File: src/rtl/sprite_motion_ctrl_if.sv
// Purpose: bundles the raw key inputs, frame tick and sprite position outputs of sprite_motion_ctrl.
// Latency: none (wires only).
// Backpressure: none; keys are levels and frame_tick is a single-cycle pulse.
interface sprite_motion_ctrl_if;
    logic       moveUp;
    logic       moveDown;
    logic       moveLeft;
    logic       moveRight;
    logic       frame_tick;
    logic [9:0] pos_x;
    logic [9:0] pos_y;
    logic [3:0] btn_held;
    logic       moved;

    // Driver side: board keys plus the video timing tick; observes the sprite position.
    modport master (
        output moveUp,
        output moveDown,
        output moveLeft,
        output moveRight,
        output frame_tick,
        input  pos_x,
        input  pos_y,
        input  btn_held,
        input  moved
    );

    // Motion controller side.
    modport slave (
        input  moveUp,
        input  moveDown,
        input  moveLeft,
        input  moveRight,
        input  frame_tick,
        output pos_x,
        output pos_y,
        output btn_held,
        output moved
    );
endinterface

File: src/rtl/sprite_motion_ctrl.sv
// Purpose: sync + debounce four active-low keys and step a sprite position once per frame (macro SPRITE_WRAP_EN selects wrap instead of clamp at the screen edges).
// Latency: key edge to btn_held = 2 + DEBOUNCE_CYC + 1 cycles; frame_tick to pos_x/pos_y/moved = 1 cycle.
// Backpressure: none; every frame_tick is evaluated, including ticks on consecutive cycles.
module sprite_motion_ctrl #(
    parameter int SCREEN_W     = 640,
    parameter int SCREEN_H     = 480,
    parameter int SPRITE_W     = 32,
    parameter int SPRITE_H     = 32,
    parameter int STEP         = 4,
    parameter int DEBOUNCE_CYC = 500000,
    parameter int X_INIT       = 304,
    parameter int Y_INIT       = 224
) (
    input  logic               clock,
    input  logic               resetn,
    sprite_motion_ctrl_if.slave io
);

    localparam int CNT_W = $clog2(DEBOUNCE_CYC + 1);
    localparam int X_MAX = SCREEN_W - SPRITE_W;
    localparam int Y_MAX = SCREEN_H - SPRITE_H;

    localparam logic [CNT_W-1:0]   CNT_DONE = CNT_W'(DEBOUNCE_CYC);
    localparam logic [CNT_W-1:0]   CNT_ONE  = CNT_W'(1);
    localparam logic signed [10:0] STEP_S   = 11'(STEP);
    localparam logic signed [10:0] X_MAX_S  = 11'(X_MAX);
    localparam logic signed [10:0] Y_MAX_S  = 11'(Y_MAX);
    localparam logic signed [10:0] ZERO_S   = 11'sd0;
    localparam logic [9:0]         X_MAX_10 = 10'(X_MAX);
    localparam logic [9:0]         Y_MAX_10 = 10'(Y_MAX);
    localparam logic [9:0]         X_INIT_10 = 10'(X_INIT);
    localparam logic [9:0]         Y_INIT_10 = 10'(Y_INIT);

    // Key order everywhere below: {up, down, left, right}, matching btn_held.
    logic [3:0]            key_raw;
    logic [3:0]            key_meta;
    logic [3:0]            key_sync;
    logic [3:0]            key_accepted;   // debounced level, 0 = pressed
    logic [3:0][CNT_W-1:0] db_cnt;

    logic                  rst_meta;
    logic                  rst_sync_n;

    logic [9:0]            pos_x_q;
    logic [9:0]            pos_y_q;
    logic                  moved_q;
    logic [3:0]            held;

    logic signed [10:0]    dx;
    logic signed [10:0]    dy;
    logic signed [10:0]    sum_x;
    logic signed [10:0]    sum_y;
    logic [9:0]            next_x;
    logic [9:0]            next_y;

    assign key_raw = {io.moveUp, io.moveDown, io.moveLeft, io.moveRight};
    assign held    = ~key_accepted;

    // Reset asserts immediately but releases only after two clean clock edges.
    always_ff @(posedge clock or negedge resetn) begin
        if (!resetn) begin
            rst_meta   <= 1'b0;
            rst_sync_n <= 1'b0;
        end else begin
            rst_meta   <= 1'b1;
            rst_sync_n <= rst_meta;
        end
    end

    // Two-flop synchroniser per key; presets to released so reset never looks like a press.
    always_ff @(posedge clock or negedge rst_sync_n) begin
        if (!rst_sync_n) begin
            key_meta <= 4'hF;
            key_sync <= 4'hF;
        end else begin
            key_meta <= key_raw;
            key_sync <= key_meta;
        end
    end

    // Debounce: a level change is accepted only after it has persisted past DEBOUNCE_CYC counts.
    always_ff @(posedge clock or negedge rst_sync_n) begin
        if (!rst_sync_n) begin
            key_accepted <= 4'hF;
            db_cnt       <= '0;
        end else begin
            for (int i = 0; i < 4; i++) begin
                if (key_sync[i] == key_accepted[i]) begin
                    db_cnt[i] <= '0;
                end else if (db_cnt[i] == CNT_DONE) begin
                    key_accepted[i] <= key_sync[i];
                    db_cnt[i]       <= '0;
                end else begin
                    db_cnt[i] <= db_cnt[i] + CNT_ONE;
                end
            end
        end
    end

    // Candidate next position: opposing keys cancel, then the edge policy is applied per axis.
    always_comb begin
        dx = ZERO_S;
        dy = ZERO_S;
        if (held[0] && !held[1]) begin
            dx = STEP_S;
        end else if (held[1] && !held[0]) begin
            dx = -STEP_S;
        end
        if (held[2] && !held[3]) begin
            dy = STEP_S;
        end else if (held[3] && !held[2]) begin
            dy = -STEP_S;
        end

        // 11-bit signed sums keep underflow visible as a negative value.
        sum_x = $signed({1'b0, pos_x_q}) + dx;
        sum_y = $signed({1'b0, pos_y_q}) + dy;

`ifdef SPRITE_WRAP_EN
        if (sum_x < ZERO_S) begin
            next_x = X_MAX_10;
        end else if (sum_x > X_MAX_S) begin
            next_x = '0;
        end else begin
            next_x = sum_x[9:0];
        end
        if (sum_y < ZERO_S) begin
            next_y = Y_MAX_10;
        end else if (sum_y > Y_MAX_S) begin
            next_y = '0;
        end else begin
            next_y = sum_y[9:0];
        end
`else
        if (sum_x < ZERO_S) begin
            next_x = '0;
        end else if (sum_x > X_MAX_S) begin
            next_x = X_MAX_10;
        end else begin
            next_x = sum_x[9:0];
        end
        if (sum_y < ZERO_S) begin
            next_y = '0;
        end else if (sum_y > Y_MAX_S) begin
            next_y = Y_MAX_10;
        end else begin
            next_y = sum_y[9:0];
        end
`endif
    end

    // Position register: commits only on frame_tick; moved flags an actual change.
    always_ff @(posedge clock or negedge rst_sync_n) begin
        if (!rst_sync_n) begin
            pos_x_q <= X_INIT_10;
            pos_y_q <= Y_INIT_10;
            moved_q <= 1'b0;
        end else begin
            moved_q <= 1'b0;
            if (io.frame_tick) begin
                pos_x_q <= next_x;
                pos_y_q <= next_y;
                moved_q <= (next_x != pos_x_q) || (next_y != pos_y_q);
            end
        end
    end

    assign io.pos_x    = pos_x_q;
    assign io.pos_y    = pos_y_q;
    assign io.btn_held = held;
    assign io.moved    = moved_q;

endmodule
File: src/flat_wrapper.sv
// flat-port wrapper written by rule: the top's interface ports become plain ports
module sprite_motion_ctrl_flat 
#(
    parameter int SCREEN_W     = 640,
    parameter int SCREEN_H     = 480,
    parameter int SPRITE_W     = 32,
    parameter int SPRITE_H     = 32,
    parameter int STEP         = 4,
    parameter int DEBOUNCE_CYC = 500000,
    parameter int X_INIT       = 304,
    parameter int Y_INIT       = 224
)
  (clock, resetn, io_moveUp, io_moveDown, io_moveLeft, io_moveRight, io_frame_tick, io_pos_x, io_pos_y, io_btn_held, io_moved);
  sprite_motion_ctrl_if io_i ();
  input  logic clock;
  input  logic resetn;
  input wire logic [$bits(io_i.moveUp)-1:0] io_moveUp;
  input wire logic [$bits(io_i.moveDown)-1:0] io_moveDown;
  input wire logic [$bits(io_i.moveLeft)-1:0] io_moveLeft;
  input wire logic [$bits(io_i.moveRight)-1:0] io_moveRight;
  input wire logic [$bits(io_i.frame_tick)-1:0] io_frame_tick;
  output wire logic [$bits(io_i.pos_x)-1:0] io_pos_x;
  output wire logic [$bits(io_i.pos_y)-1:0] io_pos_y;
  output wire logic [$bits(io_i.btn_held)-1:0] io_btn_held;
  output wire logic [$bits(io_i.moved)-1:0] io_moved;
  assign io_i.moveUp = io_moveUp;
  assign io_i.moveDown = io_moveDown;
  assign io_i.moveLeft = io_moveLeft;
  assign io_i.moveRight = io_moveRight;
  assign io_i.frame_tick = io_frame_tick;
  assign io_pos_x = io_i.pos_x;
  assign io_pos_y = io_i.pos_y;
  assign io_btn_held = io_i.btn_held;
  assign io_moved = io_i.moved;
  sprite_motion_ctrl #(.SCREEN_W(SCREEN_W), .SCREEN_H(SCREEN_H), .SPRITE_W(SPRITE_W), .SPRITE_H(SPRITE_H), .STEP(STEP), .DEBOUNCE_CYC(DEBOUNCE_CYC), .X_INIT(X_INIT), .Y_INIT(Y_INIT)) u_core (.clock(clock), .resetn(resetn), .io(io_i));
endmodule
File: config.mk
export PLATFORM = sky130hd
export DESIGN_NAME = sprite_motion_ctrl_flat
export DESIGN_NICKNAME = d
export VERILOG_FILES = /design/src/rtl/sprite_motion_ctrl_if.sv /design/src/rtl/sprite_motion_ctrl.sv /design/src/flat_wrapper.sv
export SDC_FILE = /design/constraint.sdc
export NUM_CORES = 1
export LEC_CHECK = 0
export CAP_MARGIN = 40
export CORE_UTILIZATION = 61
export DETAILED_ROUTE_END_ITERATION = 16
export GPL_TIMING_DRIVEN = 0
export MAX_ROUTING_LAYER = met4
export PLACE_DENSITY = 0.8
export SETUP_SLACK_MARGIN = 0.5
export SKIP_CTS_REPAIR_TIMING = 1
export SYNTH_ARGS = -nofsm -noshare
export SYNTH_HDL_FRONTEND = slang
export SYNTH_SLANG_ARGS = --single-unit
File: constraint.sdc
create_clock -name clock -period 3.9 [get_ports clock]
set_input_delay 0.585 -clock clock [delete_from_list [all_inputs] [get_ports clock]]
set_output_delay 0.585 -clock clock [all_outputs]
set_load 0.03 [all_outputs]
# == Word level (Yosys, flattened, before mapping) ==
# Cells that the tools add are included.
# totals
output_inout_bits,25
romBits,0
mem_bits_rw,0
reg_bits,111
in_bits,7
wordCells,70
latch_bits,0
mem_count,0
# op_classes
multipliers,0
n_shift,0
bitwise_logic,5
n_mux,17
addsub,6
n_reduce_logical,13
n_eq_ne,10
div_mod_pow,0
magnitude_cmp,4
# op_table
operator,n
two-way mux 19 bit,8
adder 19 x 1 -> 19 bit (second input constant),4
== test 19 bit (second input constant),4
two-way mux 11 bit,4
two-way mux 10 bit,4
adder 11 bit,2
< comparator 11 x 1 -> 1 bit (second input constant),2
!= test 10 bit,2
> comparator 11 x 10 -> 1 bit (second input constant),1
> comparator 11 bit (second input constant),1
AND reduction 2 bit,4
== test 1 bit,4
logical AND 1 bit,4
zero test 1 bit,4
NOT 1 bit,4
NOT 4 bit,1
logical OR 1 bit,1
two-way mux 1 bit,1

# == Longest topological paths before layout ==
# Gate-level depths: netlist (run 1).
# depth
depth_word,12
mapped_depth,16
mapped_depth_nobuf,14

# == Worst setup path after synthesis (run 1) ==
# No wires, ideal clock.
# synth_timing
path_kind,reg2reg
startpoint,reg u_core.key_accepted[3]
endpoint,reg u_core.moved_q (netlist: u_core.io.moved)
synth_period_minus_slack_ns,3.843
t_arrival_ns,3.714
path_slack_ns,0.057
stages_incl_launch_ff,17
setup_ns,0.129
required_time_ns,3.771
n_path_buf,3
cell_sequence,dfstp_2 > inv_1 > ha_1 > buf_4 > buf_2 > xor2_1 > ha_1 > clkbuf_1 > a211o_1 > and3_1 > a21oi_1 > xnor2_1 > o311ai_2 > o21ai_1 > mux2i_1 > o2111ai_1 > o41a_1
# synth_via
elab_chain_cells,11
elab_cells_between_ends,14
cone_classes,1 x add/sub; 2 x order compare; 1 x eq/ne; 5 x mux; 1 x bitwise; 4 x reduce/logical
# synth_lines
element,line,text
from (decl),sprite_motion_ctrl.sv:38,logic [3:0] key_accepted;
"from (signal, indexed assignment)",sprite_motion_ctrl.sv:91,key_accepted[i] <= key_sync[i];
NOT 4 bit *,sprite_motion_ctrl.sv:57,assign held = ~key_accepted;
net io_btn_held[3],flat_wrapper.sv:24,output wire logic [$bits(io_i.btn_held)-1:0] io_btn_held;
logical AND 1 bit / zero test 1 bit (equally long branches),"sprite_motion_ctrl.sv:111, sprite_motion_ctrl.sv:109",
two-way mux 11 bit / logical AND 1 bit (equally long branches),"sprite_motion_ctrl.sv:111, sprite_motion_ctrl.sv:109",
two-way mux 11 bit *,sprite_motion_ctrl.sv:109,if (held[2] && !held[3]) begin
adder 11 bit *,sprite_motion_ctrl.sv:117,"sum_y = $signed({1'b0, pos_y_q}) + dy;"
> comparator 11 x 10 -> 1 bit,sprite_motion_ctrl.sv:144,end else if (sum_y > Y_MAX_S) begin
two-way mux 10 bit,sprite_motion_ctrl.sv:144,
two-way mux 10 bit *,sprite_motion_ctrl.sv:142,if (sum_y < ZERO_S) begin
!= test 10 bit *,sprite_motion_ctrl.sv:163,moved_q <= (next_x != pos_x_q) || (next_y != pos_y_q);
logical OR 1 bit *,sprite_motion_ctrl.sv:163,
two-way mux 1 bit *,sprite_motion_ctrl.sv:160,if (io.frame_tick) begin
to (signal assigned),sprite_motion_ctrl.sv:163,
to (decl),sprite_motion_ctrl.sv:46,logic moved_q;
# Mark *: on every way through the listed nets, which the timed path passes. The rest lies on a longest branch.
# A chain may end at the register's enable or synchronous reset.

# == Worst setup path in the final report (run 1) ==
# layout_timing
startpoint,reg u_core.key_accepted[3]
endpoint,reg u_core.moved_q (netlist: u_core.io.moved)
# layout_via
elab_chain_cells,11
elab_cells_between_ends,14
cone_classes,1 x add/sub; 2 x order compare; 1 x eq/ne; 5 x mux; 1 x bitwise; 4 x reduce/logical
# layout_lines
element,line
NOT 4 bit *,sprite_motion_ctrl.sv:57
logical AND 1 bit / zero test 1 bit (equally long branches),"sprite_motion_ctrl.sv:111, sprite_motion_ctrl.sv:109"
two-way mux 11 bit / logical AND 1 bit (equally long branches),"sprite_motion_ctrl.sv:111, sprite_motion_ctrl.sv:109"
two-way mux 11 bit *,sprite_motion_ctrl.sv:109
adder 11 bit *,sprite_motion_ctrl.sv:117
> comparator 11 x 10 -> 1 bit,sprite_motion_ctrl.sv:144
two-way mux 10 bit,sprite_motion_ctrl.sv:144
two-way mux 10 bit *,sprite_motion_ctrl.sv:142
!= test 10 bit *,sprite_motion_ctrl.sv:163
logical OR 1 bit *,sprite_motion_ctrl.sv:163
two-way mux 1 bit *,sprite_motion_ctrl.sv:160
# Every way passes the cells marked *; elsewhere a longest branch is shown, timed or not.

==> results of run 1 <==
[cells in the final DEF, fill, tap and decap left out, drive strengths merged, types with 20 or more instances in the layout]
master         instances
nor2                 100
dfrtp                 93
nand2                 65
buf                   53
xor2                  46
nand3                 42
o21ai                 42
inv                   37
xnor2                 34
clkdlybuf4s50         31
a21oi                 29
clkbuf                24
nor3                  20
[sequential cells by signal, indices dropped and copies added, names as in the netlist]
register	flops
u_core.io.pos_x	10
u_core.db_cnt	76
u_core.key_meta	4
u_core.rst_sync_n	1
u_core.key_sync	4
u_core.io.pos_y	10
u_core.key_accepted	4
u_core.io.moved	1
u_core.rst_meta	1
[per-stage QoR]
step / hold slack [ns] / power, W / worst slack [ns] / instances / utilization
after floorplan: 0.289 / 0.00140 / 0.378 / 742 / -
after global routing: 0.358 / 0.00226 / 0.0707 / 955 / 0.756
after CTS: 0.357 / 0.00217 / 0.0708 / 926 / 0.717
final: 0.357 / 0.00217 / 0.204 / 955 / 0.756
after global placement: 0.342 / 0.00146 / -0.541 / 909 / 0.695
after detailed placement: 0.344 / 0.00148 / 0.100 / 910 / 0.698
[where the power goes]
part | leakage (nW) | internal [W] | switching [W]
Sequential | 1.47 | 0.00118 | 0.0000441
Combinational | 1.77 | 0.000104 | 0.000143
Clock | 0.0997 | 0.000315 | 0.000379
[cells by family after synthesis]
kind of cell,Yosys count,synth area share
fa+ha+maj,18,0.0335
simple gates,323,0.246
flops,111,0.417
other cells,1,0.000558
xor+xnor,80,0.105
compound gates,128,0.131
mux,7,0.0108
buf+inv,74,0.0557
[area by class of cell]
type | instances | area (um2)
tap | 136 | 170
inverter | 38 | 153
sequential | 111 | 2800
clock buffer | 11 | 141
multi-input combinational | 557 | 3790
fill | 736 | 2560
timing repair buffer | 61 | 559
buffer | 36 | 275
clock inverter | 5 | 56.3
[worst min-delay path by stage]
stage	from	endpoint	slack, ns	cells after the start
2_1_floorplan	resetn	u_core.rst_meta	0.29	0
3_3_place_gp	u_core.rst_meta	u_core.rst_sync_n	0.34	0
3_5_place_dp	u_core.rst_meta	u_core.rst_sync_n	0.34	0
4_1_cts	resetn	u_core.rst_sync_n	0.36	1
5_1_grt	resetn	u_core.rst_meta	0.36	1
6_report	u_core.key_meta[1]	u_core.key_sync[1]	0.36	0
[worst max-delay path: stages (launching register included)]
cell and delay (ns):
dfstp_2 0.58, clkinvlp_4 0.13, ha_4 0.18, buf_8 0.13, buf_8 0.12, xor2_1 0.15
ha_2 0.20, buf_8 0.11, nand4bb_1 0.11, a311oi_2 0.29, o211ai_1 0.19, o211a_1 0.32
nor2_4 0.15, o21ai_4 0.10, mux2i_2 0.24, o2111ai_2 0.15, o41a_1 0.41
[layer usage]
layer / vias up / wire length [um] / GRT usage
met5: - / 0 / -
li1: 2716 / - / -
met4: 0 / 346 / 0.0949
met1: 2757 / 6590 / 0.347
met3: 37 / 667 / 0.0274
met2: 183 / 7530 / 0.449
==> flow_summary.yaml, run 1 <==
route:
  drtPass1Iterations: 6
  wl_per_cell_um: 15.8
  drc: 0
  wl_um: 15100
  vias: 5693
  drtIter0Drc: 403
  postRouteAntennaNets: 0
  via_per_inst: 5.96
power:
  peakVddDrop_mv: 0.180
  powerDensity_nw_per_um2: 273
  p_leak_nw: 3.34
cts:
  cts_tree: "done"
  cts_buffers: 9
  cts_sinks: 111
  cts.path.max_buffers: 2
  htreeDepth: 3
  cts_root_buf: "clkbuf_8"
  clk-insertion-delay-late_ns: 0.37
  path_clk_slew_ns: 0.10
grt:
  grt_pass1_vias: 5268
  grt_overflow: 0
  grt_pass1_wl_um: 24100
  track_usage: 0.270
  grt_max_degree: 59
  antenna_found_initial: 0
logic_synthesis:
  yosys.area.top_type_share: 0.346
  synth_edf_count: 0
  synth.area.top_cells: "dfrtp_1 35%, dfstp_2 7.0%, xor2_1 5.9%"
  synth.cell_area_um2: 6720
  synth_nets: 767
  synth_cell_types: 86
  yosysTopAreaCell: "dfrtp_1"
  ys_ff_latch: 111
  synth.most_common_cell: "nor2_1"
  netlist_instances: 742
  syn_area_per_cell_um2: 9.06
  async_flop_share: 1.00
  ys_warn_count: 0
  synth_ff_type: "dfrtp_1"
  synth_common_cells: "99 x nor2_1, 93 x dfrtp_1, 64 x nand2_1, 45 x xor2_1, 42 x nand3_1"
  ys_seq_area_frac: 0.417
placement:
  port_buffers: 31
  placed_cell_area_um2: 7340
  place.gp.congestion: 0.915
  dp_hpwl_um: 10200
run:
  drv_cap: 0
sta:
  finalSetupViolCount: 0
  max_freq_ghz: 0.271
  fin_crit_ns: 3.70
  clock_skew_ns: 0.00799
  relSlewSlack: 0.471
  worstMarginPinSlew_ns: 0.794
  finalSetupTns_ns: 0
  rsz0062_at_grt: "true"
  hold_viol: 0
  final_max_slew_viol_count: 0
  post-route-period-util: 0.948
final_layout:
  fin_nets: 839
  finalInstanceArea_um2: 7950
  diodes: 0
  drive_gt1_frac: 0.178
  area_delta_synth_final_pct: 18.2
die:
  coreArea_um2: 10500
  rows: 37
  fp.dieW_um: 107
  io_pins: 32
  die_y_um: 107
  dieArea_um2: 11400
  initial_core_util: 0.640
critical_path:
  crit-reg2reg-capture: "u_core.io.moved"
  ff2ff_path_depth: 16
  worstSetupStartpoint: "u_core.key_accepted[3]"
  arrival_ns: 3.94
  crit_path_end_kind: "flop"
  path_class: "reg -> reg"
  rrSetupSlack_ns: 0.20
  path_max_fanout: 8
  worst_setup_path_start_kind: "flop"
  reg2reg_from: "u_core.key_accepted[3]"
  cp.required_ns: 4.15
  crit_end: "u_core.io.moved"
min_path:
  hp-class: "reg -> reg"
status:
  outcome: "finished, final reports clean"
(Power assumes the default switching activity.)
==> run 2, diff against run 1 <==
--- a/config.mk
+++ b/config.mk
@@ -6,6 +6,7 @@
 export NUM_CORES = 1
 export LEC_CHECK = 0
 export CAP_MARGIN = 40
+export CORE_MARGIN = 2
 export CORE_UTILIZATION = 61
 export DETAILED_ROUTE_END_ITERATION = 16
 export GPL_TIMING_DRIVEN = 0
@@ -13,6 +14,7 @@
 export PLACE_DENSITY = 0.8
 export SETUP_SLACK_MARGIN = 0.5
 export SKIP_CTS_REPAIR_TIMING = 1
+export SKIP_LAST_GASP = 1
 export SYNTH_ARGS = -nofsm -noshare
 export SYNTH_HDL_FRONTEND = slang
 export SYNTH_SLANG_ARGS = --single-unit
==> run 2 against run 1 <==
Clock power is essentially flat. Register-to-register slack worse by 0.04 ns. Final area is 0.47% lower. Hold slack improved by 0.0020 ns. Sequential power barely moved. Wire length decreased by 3.0%. Largest cell class unchanged.
==> flow_summary.yaml, run 2 (same netlist as run 1, synthesis figures left out) <==
final_layout:
  top_register: "u_core.db_cnt"
  diodes: 0
  fin_nets: 835
  drive_gt1_frac: 0.178
  fill_cells: 793
  final_common_cell: "nor2_1"
  largest_register_ffs: 76
  area_delta_synth_final_pct: 17.7
  layout_common_cells: "98 x nor2_1, 92 x dfrtp_1, 61 x nand2_1"
  final_util: 0.733
placement:
  place.gp.congestion: 0.915
  dp_hpwl_um: 10100
  dp_worst_setup_slack_ns: 0.111
  port_buffers: 31
critical_path:
  crit_path_end_kind: "flop"
  path_max_fanout: 10
  worst_setup_path_start_kind: "flop"
  path_class: "reg -> reg"
  arrival_ns: 3.99
  cp.required_ns: 4.15
cts:
  cts_buffers: 9
  cts_sinks: 111
  cts_tree: "done"
  htreeDepth: 3
  cts_root_buf: "clkbuf_8"
  cts.path.max_buffers: 2
  path_clk_slew_ns: 0.10
  clk-insertion-delay-late_ns: 0.37
sta:
  fin_crit_ns: 3.73
  relSlewSlack: 0.533
  hold_viol: 0
  post-route-period-util: 0.957
  final_max_slew_viol_count: 0
  finalSetupViolCount: 0
  rsz0062_at_grt: "true"
  max_freq_ghz: 0.268
  worstMarginPinSlew_ns: 0.701
  clock_skew_ns: 0.0111
  fin_ws_ns: 0.167
route:
  drtIter0Drc: 350
  drtPass1Iterations: 5
  wl_per_cell_um: 15.4
  via_per_inst: 5.89
  vias: 5627
  wl_met1_um: 6410
  top_layer_used: "met4"
  drc: 0
  dr_wl_met3_um: 699
  wl_met2_um: 7240
  wl_um: 14700
  postRouteAntennaNets: 0
power:
  switching_share: 0.267
  peakVddDrop_mv: 0.167
  power_frac_comb: 0.113
  internal_power_w: 0.00158
  pwr-share-clk: 0.322
  seq_power_share: 0.566
  powerDensity_nw_per_um2: 273
  p_leak_nw: 3.31
  power.switching_w: 0.000576
grt:
  grt_overflow: 0
  track_usage: 0.254
  grt_pass1_vias: 5282
  antenna_found_initial: 0
  grt_pass1_wl_um: 23600
  grt_max_degree: 57
die:
  fp.dieW_um: 109
  die_y_um: 109
  rows: 38
  coreArea_um2: 10800
  dieArea_um2: 11900
  initial_core_util: 0.623
  io_pins: 32
min_path:
  hp-class: "reg -> reg"
run:
  drv_cap: 0
status:
  outcome: "finished, final reports clean"
==> run 2: through the flow <==
stage	power, W	setup TNS (ns)	cell area (um2)	cells	hold WS, ns
6_report	0.00216	0	7910	955	0.359
5_1_grt	0.00226	0	7910	955	0.356
4_1_cts	0.00217	0	7540	930	0.357
3_5_place_dp	0.00148	0	7340	914	0.348
3_3_place_gp	0.00147	-42.61	7310	913	0.342
2_1_floorplan	0.00140	0	6830	742	0.289
==> run 2: final cells by class <==
type / count / area [um2] / share of cell area
multi-input combinational: 557 / 3780 / 0.478
inverter: 38 / 153 / 0.0193
buffer: 36 / 268 / 0.0339
tap: 140 / 175 / 0.0221
clock inverter: 6 / 70.1 / 0.00886
sequential: 111 / 2800 / 0.354
clock buffer: 10 / 128 / 0.0161
timing repair buffer: 57 / 529 / 0.0669
==> run 2: worst paths after layout <==
kind                                              from                 end  slack (ns)  cells past startpoint
max in group asynchronous            u_core.rst_sync_n  u_core.io.pos_x[5]        2.77                      1
worst max-delay path            u_core.key_accepted[1]     u_core.io.moved        0.17                     15
min in group asynchronous                       resetn     u_core.rst_meta        0.37                      1
worst max register to register  u_core.key_accepted[1]     u_core.io.moved        0.17                     15
worst min register to register      u_core.key_meta[1]  u_core.key_sync[1]        0.36                      0
worst min-delay path                u_core.key_meta[1]  u_core.key_sync[1]        0.36                      0
==> run 2: metal layers <==
metal	vias up	GRT usage
li1	2719	-
met1	2736	0.331
met2	140	0.415
met3	32	0.0347
met4	0	0.0760
met5	-	-
==> run 2: critical path, cell delays in order (launching register included) <==
cell and delay, ns:
dfstp_2 0.58, clkinvlp_4 0.14, ha_4 0.20, buf_6 0.14, buf_6 0.14, xor2_2 0.16
ha_4 0.20, nand2_2 0.08, a2111oi_4 0.45, nor3_2 0.10, a311oi_2 0.25, nand2_2 0.10
a31oi_4 0.28, nor3b_2 0.25, o2111ai_1 0.13, o41a_1 0.40
==> run 2: power by group through the flow <==
stage	clock, W	combinational (W)	sequential [W]
2_1_floorplan	0	0.000133	0.00126
3_3_place_gp	0	0.000214	0.00125
3_5_place_dp	0	0.000232	0.00124
4_1_cts	0.000716	0.000233	0.00122
5_1_grt	0.000759	0.000271	0.00123
6_report	0.000695	0.000244	0.00122
==> run 3, diff against run 2 <==
--- a/config.mk
+++ b/config.mk
@@ -5,6 +5,7 @@
 export SDC_FILE = /design/constraint.sdc
 export NUM_CORES = 1
 export LEC_CHECK = 0
+export ABC_CLOCK_PERIOD_IN_PS = 3900
 export CAP_MARGIN = 40
 export CORE_MARGIN = 2
 export CORE_UTILIZATION = 61
==> results of run 3 <==
Same layout as run 2: the final DEF is identical, and so are final timing and power.
